File: config.mk
export PLATFORM = sky130hd
export DESIGN_NAME = serial_operand_feeder
export DESIGN_NICKNAME = d
export VERILOG_FILES = /design/src/rtl/serial_operand_feeder.sv
export SDC_FILE = /design/constraint.sdc
export NUM_CORES = 1
export LEC_CHECK = 0
export BUFFER_PORTS_ARGS = -buffer_cell sky130_fd_sc_hd__buf_2
export CAP_MARGIN = 20
export CELL_PAD_IN_SITES_DETAIL_PLACEMENT = 0
export CELL_PAD_IN_SITES_GLOBAL_PLACEMENT = 1
export CORE_MARGIN = 1.5
export CORE_UTILIZATION = 37
export CTS_CLUSTER_DIAMETER = 200
export CTS_CLUSTER_SIZE = 14
export DETAILED_ROUTE_END_ITERATION = 8
export PLACE_DENSITY_LB_ADDON = 0.25
export SLEW_MARGIN = 20
export SYNTH_ARGS = -nofsm -noshare
export SYNTH_HDL_FRONTEND = slang
export SYNTH_SLANG_ARGS = --single-unit
File: constraint.sdc
create_clock -name clk -period 1.5 [get_ports clk]
set_input_delay 0.3 -clock clk [delete_from_list [all_inputs] [get_ports clk]]
set_output_delay 0.3 -clock clk [all_outputs]
set_load 0.01 [all_outputs]
File: src/rtl/serial_operand_feeder.sv
// Parallel-to-serial operand feeder for a bit-serial adder: captures an operand pair,
// pulses carry_clr for one cycle, then streams both operands LSB first.
module serial_operand_feeder #(
    parameter int WIDTH = 8
) (
    input  logic             clk,
    input  logic             reset,
    input  logic             in_valid,
    output logic             in_ready,
    input  logic [WIDTH-1:0] op_a,
    input  logic [WIDTH-1:0] op_b,
    output logic             a,
    output logic             b,
    output logic             carry_clr,
    output logic             bit_valid,
    output logic             last,
    output logic             busy
);

    localparam int CW = $clog2(WIDTH) + 1;
    localparam logic [CW-1:0] LAST_CNT = CW'(WIDTH - 1);

    localparam logic [1:0] ST_IDLE  = 2'b00;
    localparam logic [1:0] ST_CLEAR = 2'b01;
    localparam logic [1:0] ST_SHIFT = 2'b10;

    logic [1:0]       state_q;
    logic [1:0]       state_d;
    logic [WIDTH-1:0] sreg_a_q;
    logic [WIDTH-1:0] sreg_a_d;
    logic [WIDTH-1:0] sreg_b_q;
    logic [WIDTH-1:0] sreg_b_d;
    logic [CW-1:0]    cnt_q;
    logic [CW-1:0]    cnt_d;
    logic             at_last_s;

    assign at_last_s = (cnt_q == LAST_CNT);

    // Next-state, operand capture and shift/count logic.
    always_comb begin
        state_d  = state_q;
        sreg_a_d = sreg_a_q;
        sreg_b_d = sreg_b_q;
        cnt_d    = cnt_q;
        case (state_q)
            ST_IDLE: begin
                if (in_valid) begin
                    state_d  = ST_CLEAR;
                    sreg_a_d = op_a;
                    sreg_b_d = op_b;
                    cnt_d    = {CW{1'b0}};
                end else begin
                    state_d  = ST_IDLE;
                end
            end
            ST_CLEAR: begin
                state_d = ST_SHIFT;
                cnt_d   = {CW{1'b0}};
            end
            ST_SHIFT: begin
                sreg_a_d = sreg_a_q >> 1'b1;
                sreg_b_d = sreg_b_q >> 1'b1;
                if (at_last_s) begin
                    state_d = ST_IDLE;
                    cnt_d   = {CW{1'b0}};
                end else begin
                    state_d = ST_SHIFT;
                    cnt_d   = cnt_q + CW'(1);
                end
            end
            default: begin
                // Unreachable encoding: fall back to a clean idle.
                state_d  = ST_IDLE;
                sreg_a_d = {WIDTH{1'b0}};
                sreg_b_d = {WIDTH{1'b0}};
                cnt_d    = {CW{1'b0}};
            end
        endcase
    end

    // State, shift-register and counter flops with asynchronous active-low reset.
    always_ff @(posedge clk or negedge reset) begin
        if (!reset) begin
            state_q  <= ST_IDLE;
            sreg_a_q <= {WIDTH{1'b0}};
            sreg_b_q <= {WIDTH{1'b0}};
            cnt_q    <= {CW{1'b0}};
        end else begin
            state_q  <= state_d;
            sreg_a_q <= sreg_a_d;
            sreg_b_q <= sreg_b_d;
            cnt_q    <= cnt_d;
        end
    end

    // Output decode from registered state only; a/b are forced low outside SHIFT.
    always_comb begin
        in_ready  = 1'b1;
        busy      = 1'b0;
        carry_clr = 1'b0;
        bit_valid = 1'b0;
        last      = 1'b0;
        a         = 1'b0;
        b         = 1'b0;
        case (state_q)
            ST_IDLE: begin
                in_ready = 1'b1;
            end
            ST_CLEAR: begin
                in_ready  = 1'b0;
                busy      = 1'b1;
                carry_clr = 1'b1;
            end
            ST_SHIFT: begin
                in_ready  = 1'b0;
                busy      = 1'b1;
                bit_valid = 1'b1;
                last      = at_last_s;
                a         = sreg_a_q[0];
                b         = sreg_b_q[0];
            end
            default: begin
                in_ready = 1'b1;
            end
        endcase
    end

endmodule

Word level (Yosys, flattened, before mapping)
Index checks and enable logic that the tools add are counted.
{"block": "op_classes", "n_addsub": 1, "eq_ne": 4, "muxes": 17, "n_bitwise": 1, "reduce_logical": 3}
{"cell": "8-bit one-hot mux with 3 select lines", "n": 2}
{"cell": "8-bit two-way mux", "n": 2}
{"cell": "1-bit two-way mux", "n": 8}
{"cell": "4-bit two-way mux", "n": 2}
{"cell": "4-bit one-hot mux with 2 select lines", "n": 1}
{"cell": "2-bit one-hot mux with 3 select lines", "n": 1}
{"cell": "4-bit by 1-bit adder with 4-bit output, second input constant", "n": 1}
{"cell": "4-bit by 3-bit == test with 1-bit output, second input constant", "n": 1}
{"cell": "2-bit by 1-bit == test with 1-bit output, second input constant", "n": 1}
{"cell": "2-bit == test, second input constant", "n": 1}
{"cell": "2-bit zero test", "n": 1}
{"cell": "2-bit two-way mux", "n": 1}
{"cell": "2-bit inequality test, second input constant", "n": 1}
{"cell": "2-bit AND reduction", "n": 1}
{"cell": "2-bit OR reduction", "n": 1}
{"cell": "1-bit NOT", "n": 1}
{"block": "totals", "register_bits": 22, "word_cells": 30}

Longest topological paths before layout
{"block": "depth", "depth_word": 3, "ltp_mapped": 9, "mapped_depth_nobuf": 5}

Least setup slack after synthesis
OpenSTA, ideal clock, no wires.
{"block": "synth_path", "path_kind": "reg-to-reg", "from": "reg state_q[0]", "to": "reg sreg_b_q[5]", "arrival_ps": 1529, "setup_slack_ps": -156, "path_stages_with_launch": 10, "n_path_buf": 4, "period_less_slack_ps": 1656, "path_cell_list": "dfrtp_1 > inv_1 > ha_1 > buf_6 > nor2b_4 > buf_6 > or2_1 > buf_6 > buf_6 > o2bb2ai_2"}
{"block": "synth_via", "elab_chain_len": 3, "elab_cells_between_ends": 7}
{"item": "start, declared", "line": "27", "text": "logic [1:0] state_q;"}
{"item": "start signal, assigned", "line": "89", "text": "state_q <= state_d;"}
{"item": "2-bit zero test or 2-bit by 1-bit == test with 1-bit output (tied branches)", "line": "45", "text": "case (state_q)"}
{"item": "2-bit inequality test (no line) or 1-bit NOT (tied branches)"}
{"item": "2-bit AND reduction (no line)"}
{"item": "end signal, assigned", "line": "86", "text": "sreg_b_q <= {WIDTH{1'b0}};"}
{"item": "end signal, assigned", "line": "91", "text": "sreg_b_q <= sreg_b_d;"}
{"item": "end, declared", "line": "31", "text": "logic [WIDTH-1:0] sreg_b_q;"}
Parallel ways exist; a longest one is shown, timed or not.
A chain may end at the register's enable or synchronous reset.

Worst setup path after layout
{"block": "layout_path", "from": "reg state_q[0]", "to": "out last"}
{"block": "layout_via", "elab_chain_len": 2}
{"item": "2-bit == test", "line": "105", "text": "case (state_q)"}
{"item": "1-bit two-way mux", "line": "105"}
{"item": "end, declared", "line": "16", "text": "output logic last,"}
Every way passes these cells.

==> out/qor.csv <==
stage,metric,value,unit
run_status,status,"finished, violations left",
run_status,failing checks,setup timing,
grt,all-layer global routing usage,15.52,%
setup_path,Arrival @ worst endpoint,1.30,ns
synthesis,Cells after Synth,100,
synthesis,Synth Area in XOR/XNOR,0,%
grt,initial antenna violation count,0,
run,Max Cap Viol,0,
hold_path,worst hold start,op_a[4],
clocking,insertion delay to the later sink of the worst-skew pair,0.30,ns
route,Via density,5.286,
layout,Synth-to-Final Area Change,34.70,%
layout,# fillers,253,
route,via total after detailed routing,888,
route,Initial DRC Count,26,
hold_path,"Endpoint, Worst Hold",sreg_a_q[4]$_DFFE_PN0P_,
layout,layout cell share with drive strength beyond 1,43.80,%
setup_path,Crit Path Max Fanout,5,
synthesis,library cells used by synthesis,23,
layout,cell area after layout,1525,um^2
die,Starting Density,40.03,%
grt,vias in the first global route,869,
pwr,static leakage,0.7027,nW
setup_path,CP startpoint kind,flip-flop,
timing,setup violators final,6,
timing,"Slew Viols, Final",0,
die,IO Pins,26,
grt,total gr overflow,0,
hold_path,Hold Crit Class,in2reg,
synthesis,Yosys top cell by area,dfrtp_1,
pwr,Total Power,0.002851,W
clocking,Sink Count,22,
route,TritonRoute pass-1 iters,4,
synthesis,Synth Area in Simple Gates,11.05,%
synthesis,"Net Count, Synth",124,
die,Die Ht,58.32,um
timing,RSZ-0062 raised after global routing,true,
setup_path,Worst EP required,1.20,ns
setup_path,reg2reg start,state_q[1]$_DFF_PN0_,
route,per-cell routed wire length,14.60,um
place,DPL Wire Length,1.668,mm
timing,final hold vios,0,
grt,first-pass GRT wire length,3.995,mm
setup_path,Register-to-Register Path Depth,6,
synthesis,register bit total from synthesis,22,
pwr,cell area power density,1869,nW/um^2
setup_path,Crit Path Class,reg2out,
layout,number of diodes,0,
place,routability cong.,0.6919,
clocking,CTS root buf,clkbuf_4,
place,DP Worst Slack,0.01300,ns
route,DRC,0,
setup_path,r2r setup slk,0.04,ns
die,core area,2829,um^2
timing,Post-Route Skew,0.002468,ns
timing,fmax,0.6249,GHz
layout,nets,162,
synthesis,mapped cell area,1132,um^2
clocking,Worst-path clk slew,0.12,ns
die,Die W,58.32,um
route,remaining antenna violation count,0,
place,dpl cell area,1318,um^2
synthesis,Post-Syn Area per Cell,11.32,um^2
synthesis,Post-Synth Adder-Cell Area,5.525,%
layout,Final Instance Count excl. Fillers,168,
synthesis,"Seq/Total Area, Yosys",48.62,%
clocking,Max H-tree Level,1,
timing,Worst Tran Pin Value,0.4907,ns
setup_path,CP endpoint kind,output port,
clocking,clk buf depth,2,
die,num rows,19,
synthesis,Yosys warning total,0,
die,Die Area,3401,um^2
hold_path,hold-critical path depth,3,
route,routed wire length,2.453,mm
synthesis,ranking of synthesized cells by area,"dfrtp_1 49%, a22oi_1 9.3%, o2bb2ai_1 9.3%",
timing,final period utilization,106.7,%
grt,largest net degree at the start of global routing,23,
synthesis,multiplexer share of the synthesized area,0.8840,%
clocking,Num CTS Buffers,3,
synthesis,main combinational cell family by area after synthesis,compound AO/OA/AOI/OAI gates,
timing,fin worst setup slack,-0.1002,ns
timing,relative slew slack,67.28,%
place,placed cell count,155,
synthesis,Yosys top cell area share,48.62,%
pwr,maximum vdd ir drop,0.7655,mV
timing,Final Critical Period,1.600,ns
clocking,CTS tree,built,
place,input/output buffers,25,
setup_path,RR Endpoint,sreg_a_q[1]$_DFFE_PN0P_,
synthesis,Compound-Gate Fraction of Synth Area,27.07,%
## Yosys cell counts
| library cell | n |
|---|---|
| ha_1 | 5 |
| and2_1 | 3 |
| o2bb2ai_1 | 12 |
| a22oi_1 | 14 |
| a22o_1 | 5 |
| buf_2 | 2 |
| nor3b_1 | 1 |
| inv_1 | 4 |
| or2_2 | 1 |
| o2bb2ai_2 | 1 |
| nand2_1 | 5 |
| dfrtp_1 | 22 |
| buf_6 | 4 |
| nor2b_1 | 2 |
| o21ai_0 | 6 |
| or2_1 | 1 |
| clkbuf_1 | 2 |
| nand3_1 | 3 |
| or4_1 | 1 |
| nand2b_1 | 3 |
| nor2b_4 | 1 |
| o21bai_1 | 1 |
| mux2i_1 | 1 |
## cell type report
cell class | instances | area, um^2 | area share [%]
multi-input combinational | 66 | 588.1 | 38.56
sequential | 22 | 551.8 | 36.18
timing repair buffer | 41 | 292.8 | 19.20
tap | 31 | 38.79 | 2.543
clock buffer | 4 | 36.28 | 2.379
inverter | 4 | 17.52 | 1.148
## worst max path at each step
stage	slack, ns	start	depth (start not counted)	endpoint
detailed placement	0.01	state_q[1]$_DFF_PN0_	6	sreg_b_q[0]$_DFFE_PN0P_
global placement	0.07	state_q[1]$_DFF_PN0_	6	sreg_b_q[0]$_DFFE_PN0P_
finish	-0.10	state_q[0]$_DFF_PN0_	4	last
CTS	-0.11	state_q[0]$_DFF_PN0_	4	last
global route	-0.19	state_q[0]$_DFF_PN0_	4	last
floorplan	-0.12	state_q[1]$_DFF_PN0_	9	sreg_a_q[4]$_DFFE_PN0P_
## flip-flops by register name, summed over array words and instances, names as in the netlist
signal,flops
cnt_q,4
sreg_b_q,8
sreg_a_q,8
state_q,2
## stage by stage
stage	TNS [ns]	utilization (%)	hold WS (ns)
2_1_floorplan	-1.257	-	0.004409
6_report	-0.3822	53.91	0.2737
5_1_grt	-0.8584	53.91	0.2622
4_1_cts	-0.4810	52.63	0.2698
3_3_place_gp	0	46.57	0.3002
3_5_place_dp	0	46.57	0.2985
## cells in the final DEF (no fill, tap or decap)
cell and instances:
nor3b_2 1, buf_12 2, dlygate4sd3_1 1, and2_1 3, nor2b_4 1, or4_1 1
o21bai_2 1, buf_6 4, inv_1 2, o21ai_0 5, o21ai_1 1, inv_4 1
nor2b_1 2, dfrtp_2 1, dfrtp_1 21, buf_4 11, or2_2 1, clkbuf_4 3
mux2i_1 1, ha_4 5, o2bb2ai_2 1, nand2_1 5, nand2b_1 3, buf_2 23
inv_2 1, a22oi_2 2, clkbuf_8 1, a22o_1 5, o2bb2ai_1 12, nand3_1 3
or2_4 1, a22oi_1 12
## power breakdown
part	total (W)	internal, W	switching, W	leakage (nW)
logic	0.00152	0.000808	0.000712	0.388
registers	0.00101	0.000829	0.000179	0.294
clock network	0.000322	0.000148	0.000174	0.0210
## cells by family (layout without fill, tap and decap cells)
group,count (synthesis),in the layout
compound gates,39,39
mux,1,1
buf+inv,12,49
simple gates,21,21
fa+ha+maj,5,5
flops,22,22
## repair_timing
| action | in CTS | in global routing |
|---|---|---|
| setup endpoints to repair | 11 | 22 |
| hold endpoints to repair | 22 | 0 |
| hold buffers | 1 | 0 |
| setup buffers | 6 | 3 |
| gates resized for setup | 16 | 6 |
| pin swaps | 3 | 0 |
## metal layers
layer	global-route usage, %	up-vias	routed length (um)
li1	-	444	-
met1	19.15	425	1126
met2	27.13	17	1220
met3	5.055	2	93
met4	1.993	0	13
met5	0	-	0
## worst max-delay path: stages, from the launching register on
cell,delay (ns)
dfrtp_1,0.44
inv_4,0.11
ha_4,0.16
nor3b_2,0.14
buf_2,0.14
Power figures use the tool's default switching activity.
